`src/rtl/pipe_addsub_if.sv`:
```
// Operand/result handshake bundle for pipe_addsub: valid/ready on the operand side and on the result side.
interface pipe_addsub_if #(
  parameter int WIDTH = 11
);
  logic             in_valid;
  logic             in_ready;
  logic [WIDTH-1:0] a;
  logic [WIDTH-1:0] b;
  logic             cin;
  logic             sub;
  logic             out_valid;
  logic             out_ready;
  logic [WIDTH-1:0] s;
  logic             cout;
  logic             ovf;

  modport slave (
    input  in_valid, a, b, cin, sub, out_ready,
    output in_ready, out_valid, s, cout, ovf
  );

  modport master (
    output in_valid, a, b, cin, sub, out_ready,
    input  in_ready, out_valid, s, cout, ovf
  );
endinterface

```
`src/rtl/pipe_addsub.sv`:
```
// Pipelined two's-complement adder/subtractor: carry chain cut into SEG-bit segments, one register stage each,
// with a single global advance enable so the whole pipe stalls as one under backpressure.
module pipe_addsub #(
  parameter int WIDTH = 11,
  parameter int SEG   = 4
) (
  input  logic         clk,
  input  logic         rst_n,
  pipe_addsub_if.slave bus
);
  localparam int NSTG = (WIDTH + SEG - 1) / SEG;

  logic             adv;
  logic [WIDTH-1:0] a_st [NSTG+1];
  logic [WIDTH-1:0] b_st [NSTG+1];
  logic [WIDTH-1:0] s_st [NSTG+1];
  logic             c_st [NSTG+1];
  logic             v_st [NSTG+1];

  // Subtraction folds into addition: A - B - cin = A + ~B + (1 - cin).
  assign adv          = bus.out_ready | ~v_st[NSTG];
  assign bus.in_ready = adv;
  assign a_st[0]      = bus.a;
  assign b_st[0]      = bus.sub ? ~bus.b : bus.b;
  assign c_st[0]      = bus.cin ^ bus.sub;
  assign s_st[0]      = '0;
  assign v_st[0]      = bus.in_valid;

  for (genvar k = 0; k < NSTG; k++) begin : g_stg
    localparam int LO = k * SEG;
    localparam int SW = (k == NSTG - 1) ? (WIDTH - LO) : SEG;

    logic [SW:0]      slice_sum;
    logic [WIDTH-1:0] s_d;
    logic [WIDTH-1:0] a_q;
    logic [WIDTH-1:0] b_q;
    logic [WIDTH-1:0] s_q;
    logic             c_q;
    logic             v_q;

    assign slice_sum = {1'b0, a_st[k][LO +: SW]} + {1'b0, b_st[k][LO +: SW]} + {{SW{1'b0}}, c_st[k]};

    always_comb begin
      s_d           = s_st[k];
      s_d[LO +: SW] = slice_sum[SW-1:0];
    end

    // Stage boundary k: slice result, its carry and the delayed operands move together.
    always_ff @(posedge clk or negedge rst_n) begin
      if (!rst_n) begin
        a_q <= '0;
        b_q <= '0;
        s_q <= '0;
        c_q <= 1'b0;
        v_q <= 1'b0;
      end else if (adv) begin
        a_q <= a_st[k];
        b_q <= b_st[k];
        s_q <= s_d;
        c_q <= slice_sum[SW];
        v_q <= v_st[k];
      end
    end

    assign a_st[k+1] = a_q;
    assign b_st[k+1] = b_q;
    assign s_st[k+1] = s_q;
    assign c_st[k+1] = c_q;
    assign v_st[k+1] = v_q;
  end

  // Carry into the MSB is recovered from the MSB's own sum bit: a ^ b_eff ^ s.
  assign bus.out_valid = v_st[NSTG];
  assign bus.s         = s_st[NSTG];
  assign bus.cout      = c_st[NSTG];
  assign bus.ovf       = c_st[NSTG] ^ (a_st[NSTG][WIDTH-1] ^ b_st[NSTG][WIDTH-1] ^ s_st[NSTG][WIDTH-1]);
endmodule
```
`src/flat_wrapper.sv`:
```
// flat-port wrapper written by rule: the top's interface ports become plain ports
module pipe_addsub_flat 
#(
  parameter int WIDTH = 11,
  parameter int SEG   = 4
)
  (clk, rst_n, bus_in_valid, bus_a, bus_b, bus_cin, bus_sub, bus_out_ready, bus_in_ready, bus_out_valid, bus_s, bus_cout, bus_ovf);
  pipe_addsub_if #(.WIDTH(WIDTH)) bus_i ();
  input  logic clk;
  input  logic rst_n;
  input wire logic [$bits(bus_i.in_valid)-1:0] bus_in_valid;
  input wire logic [$bits(bus_i.a)-1:0] bus_a;
  input wire logic [$bits(bus_i.b)-1:0] bus_b;
  input wire logic [$bits(bus_i.cin)-1:0] bus_cin;
  input wire logic [$bits(bus_i.sub)-1:0] bus_sub;
  input wire logic [$bits(bus_i.out_ready)-1:0] bus_out_ready;
  output wire logic [$bits(bus_i.in_ready)-1:0] bus_in_ready;
  output wire logic [$bits(bus_i.out_valid)-1:0] bus_out_valid;
  output wire logic [$bits(bus_i.s)-1:0] bus_s;
  output wire logic [$bits(bus_i.cout)-1:0] bus_cout;
  output wire logic [$bits(bus_i.ovf)-1:0] bus_ovf;
  assign bus_i.in_valid = bus_in_valid;
  assign bus_i.a = bus_a;
  assign bus_i.b = bus_b;
  assign bus_i.cin = bus_cin;
  assign bus_i.sub = bus_sub;
  assign bus_i.out_ready = bus_out_ready;
  assign bus_in_ready = bus_i.in_ready;
  assign bus_out_valid = bus_i.out_valid;
  assign bus_s = bus_i.s;
  assign bus_cout = bus_i.cout;
  assign bus_ovf = bus_i.ovf;
  pipe_addsub #(.WIDTH(WIDTH), .SEG(SEG)) u_core (.clk(clk), .rst_n(rst_n), .bus(bus_i));
endmodule
```
`config.mk`:
```
export PLATFORM = sky130hd
export DESIGN_NAME = pipe_addsub_flat
export DESIGN_NICKNAME = d
export VERILOG_FILES = /design/src/rtl/pipe_addsub_if.sv /design/src/rtl/pipe_addsub.sv /design/src/flat_wrapper.sv
export SDC_FILE = /design/constraint.sdc
export NUM_CORES = 1
export LEC_CHECK = 0
export ABC_AREA = 0
export CAP_MARGIN = 40
export CORE_MARGIN = 5
export CORE_UTILIZATION = 30
export CTS_CLUSTER_DIAMETER = 40
export CTS_CLUSTER_SIZE = 25
export DETAILED_ROUTE_END_ITERATION = 10
export PLACE_DENSITY = 0.48
export SLEW_MARGIN = 5
export SYNTH_ARGS = -nofsm -noshare
export SYNTH_HDL_FRONTEND = slang
export SYNTH_SLANG_ARGS = --single-unit
```
`constraint.sdc`:
```
create_clock -name clk -period 3.4 [get_ports clk]
set_clock_uncertainty 0.15 [all_clocks]
set_input_delay 1.02 -clock clk [delete_from_list [all_inputs] [get_ports clk]]
set_output_delay 1.02 -clock clk [all_outputs]
set_load 0.03 [all_outputs]
```
# Word-level counts from Yosys, hierarchy flattened
# Cells that the tools add are included.
[classes] n_addsub=6 n_bitwise=7 mux=1
[op_table] operator="$mux 11" count=1
[op_table] operator="$not 11->11" count=1
[op_table] operator="$add 4x4->5" count=2
[op_table] operator="$add 5x1->5" count=2
[op_table] operator="$add 3x3->4" count=1
[op_table] operator="$add 4x1->4" count=1
[op_table] operator="$xor 1x1->1" count=4
[op_table] operator="$not 1->1" count=1
[op_table] operator="$or 1x1->1" count=1
[word_totals] inputBits=28 wordCells=29 out_inout_bits=15 ff_bits=95

# Logic depth before layout (Yosys ltp)
[depth] ltp_word=4 mapped_depth=7 ltp_nobuf=6

# Least setup slack after synthesis
# No wires, ideal clock.
[synth_path] path_kind="input to register" start="input bus_sub" end="register u_core.g_stg[0].c_q" cell_stages=7 path_buffers=1 setup_slack_ns=0.611 setup_time_ns=0.125 arrival_ns=2.514 cell_sequence="buf_6 -> xor2_1 -> fa_1 -> fa_1 -> a21o_1 -> a21oi_1 -> a21oi_1"
[synth_between] elab_chain_len=3 word_cells_on_any_way=4
[synth_rtl] element="start: declaration" line_no="flat_wrapper.sv:15" rtl="input wire logic [$bits(bus_i.sub)-1:0] bus_sub;"
[synth_rtl] element="$mux 11" line_no="pipe_addsub.sv:24" rtl="assign b_st[0] = bus.sub ? ~bus.b : bus.b;"
[synth_rtl] element="$add 4x4->5" line_no="pipe_addsub.sv:41" rtl="assign slice_sum = {1'b0, a_st[k][LO +: SW]} + {1'b0, b_st[k][LO +: SW]} + {{SW{1'b0}}, c_st[k]};"
[synth_rtl] element="$add 5x1->5 *" line_no="pipe_addsub.sv:41"
[synth_rtl] element="end signal: assignment" line_no="pipe_addsub.sv:60" rtl="c_q <= slice_sum[SW];"
[synth_rtl] element="end: declaration" line_no="pipe_addsub.sv:38" rtl="logic c_q;"
# Mark *: on every way between the ends. The rest lies on a longest branch, timed or not.
# A chain may end at the register's enable or synchronous reset.

# Final worst setup path
# Ends and elaborated chain as after synthesis.

==> results.json <==
{
  "outcome": "finished clean",
  "grt_usage": 0.0996,
  "ant_nets": 0,
  "io_buffers": 42,
  "hold_buffers": 0,
  "cts_sinks": 51,
  "hold_viol": 0,
  "syn2layout_area_growth_pct": 23.9,
  "drive_above_1_share": 0.0586,
  "hpwl_mm": 3.31,
  "via_per_inst": 4.24,
  "layout_commonest_cell": "nand2_1",
  "core_sq_mm": 0.00777,
  "cts.htree.levels": 2,
  "setup-tns-final_ns": 0,
  "grt_max_degree": 53,
  "cts_post_setup_buffers_inserted": 0,
  "syn_inst": 247,
  "syn_nets": 289,
  "regArea_sq_mm": 0.00128,
  "cts.clk_slew.worst_paths_ns": 0.09,
  "start_kind": "input pin",
  "synth_fa_ha_area_frac": 0.0914,
  "path_max_fanout": 3,
  "synth_compound_gate_area_share": 0.0644,
  "clk_latency_ns": 0.29,
  "fp-row-count": 32,
  "end_kind": "flop",
  "multi_input_area_sq_um": 993,
  "maxCapViolCount": 0,
  "cellPowerDensity_mw_per_mm2": 804,
  "required_ns": 3.41,
  "root_buffer": "clkbuf_8",
  "p_leak_uw": 0.00143,
  "syn_area_per_cell_sq_um": 9.76,
  "synthMuxAreaShare": 0,
  "antenna_found_initial": 0,
  "gp_congestion": 0.703,
  "grt_pass1_wl_mm": 8.00,
  "synth-seq-cells": 51,
  "synth.distinct_cells": 19,
  "tritoncts": "yes",
  "nets": 332,
  "slew_headroom": 0.657,
  "synth_area_sq_mm": 0.00241,
  "vias": 1661,
  "finalSetupViolations": 0,
  "min_path_type": "flop to flop",
  "final-max-slew-violation-count": 0,
  "final_cell_mix": "nand2_1, dfrtp_1, clkdlybuf4s50_1",
  "grt_setup_unrepaired": "false",
  "drt_iter0_markers": 73,
  "synth_xor_area_frac": 0.0727,
  "grt_overflow_total": 0,
  "vdd_drop_max_uv": 213,
  "antenna-diode-count": 0,
  "drcViolationCount": 0,
  "ys_seq_area_frac": 0.530,
  "die_y_um": 99.6,
  "fin_crit_sh": 0.882,
  "synth_simple_gate_area_frac": 0.184,
  "postCtsResizedCells": 0,
  "fin_total_pwr_uw": 2400,
  "nFillCells": 833,
  "synth_top_family_by_area": "simple AND/OR/NAND/NOR gates",
  "die_area_sq_mm": 0.00993,
  "drt_first_pass_iters": 4,
  "fmax_mhz": 333,
  "yosysWarnings": 0,
  "cts_made_buffers": 5,
  "min_period_ns": 3.00,
  "worst_pin_slew_ns": 0.514,
  "first_global_vias": 1683,
  "wl_per_cell_um": 11.7,
  "cts_max_path_buffers": 2,
  "io_pins": 43,
  "start_util": 0.310,
  "die_w_um": 99.6,
  "critical_path_class": "input pin to flop",
  "arrival_ns": 3.01,
  "wl_mm": 4.58
}
[power by group]
group,total (uW),internal (uW),switching [uW]
clock,349,160,189
combinational,1060,460,602
sequential,990,849,142
total,2400,1470,932
[cells in the mapped netlist]
cell type,count,area (sq um)
a21oi_1,11,55.1
dfrtp_1,51,1280
nor2b_4,1,13.8
xor2_1,11,96.3
nor2_1,8,30.0
fa_1,6,120
buf_6,7,78.8
nor2b_1,1,6.26
nand2_1,103,387
o21ai_1,4,20.0
xnor2_1,9,78.8
nand2b_1,1,6.26
inv_6,1,8.76
buf_2,3,15.0
buf_4,2,15.0
inv_1,6,22.5
o21ai_0,10,50.1
ha_1,8,100
a21o_1,4,30.0
[logic make-up after synthesis]
kind of cell / count (synthesis)
simple gates: 114
xor+xnor: 20
compound gates: 29
flops: 51
buf+inv: 19
fa+ha+maj: 14
[layout make-up]
cell class	instances	area share
clock buffer	6	0.0276
sequential	51	0.427
multi-input combinational	177	0.333
tap	102	0.0427
timing repair buffer	48	0.158
inverter	7	0.0105
clock inverter	1	0.00168
[worst max-delay path: stages]
cell	delay [ns]
clkdlybuf4s50_1	0.50
xor2_1	0.22
fa_1	0.43
fa_1	0.42
a21o_1	0.19
a21oi_1	0.14
a21oi_1	0.08
[final timing paths]
kind | start | endpoint | slack (ns) | cells after the start
worst max-delay path | bus_sub | u_core.g_stg[0].c_q$_DFFE_PN0P_ | 0.40 | 7
worst min-delay path | u_core.g_stg[1].v_q$_DFFE_PN0P_ | u_core.g_stg[1].v_q$_DFFE_PN0P_ | 0.32 | 2
worst max register to register | u_core.g_stg[0].c_q$_DFFE_PN0P_ | u_core.g_stg[1].s_q[7]$_DFFE_PN0P_ | 1.64 | 5
worst min register to register | u_core.g_stg[1].v_q$_DFFE_PN0P_ | u_core.g_stg[1].v_q$_DFFE_PN0P_ | 0.32 | 2
max in group asynchronous | rst_n | u_core.g_stg[0].s_q[0]$_DFFE_PN0P_ | 2.06 | 3
min in group asynchronous | rst_n | u_core.g_stg[0].a_q[10]$_DFFE_PN0P_ | 0.42 | 1
[stage by stage]
stage               std cells  instance area [sq um]  worst slack (ns)  hold WS, ns  utilization
floorplan                 247                   2410             0.611        0.280            -
global placement          384                   2880            0.0879        0.300        0.371
detailed placement        385                   2900            0.0554        0.300        0.373
CTS                       392                   2990             0.375        0.326        0.385
global route              392                   2990             0.291        0.346        0.385
finish                    392                   2990             0.401        0.320        0.385
[flip-flops by register name, indices dropped and copies added, names as in the netlist]
signal,count
u_core.g_stg.c_q,2
u_core.bus.out_valid,1
u_core.g_stg.b_q,11
u_core.g_stg.a_q,11
u_core.g_stg.v_q,2
u_core.bus.s,11
u_core.bus.cout,1
u_core.g_stg.s_q,12
[metal layers]
| metal | up-vias | global-route usage | wire length [um] |
|---|---|---|---|
| met5 | - | 0 | 0 |
| met4 | 0 | 0.0347 | 73 |
| met2 | 28 | 0.158 | 2080 |
| li1 | 850 | - | - |
| met1 | 777 | 0.132 | 2230 |
| met3 | 6 | 0.0259 | 193 |
Note: power is estimated with default switching activity, not from simulation.
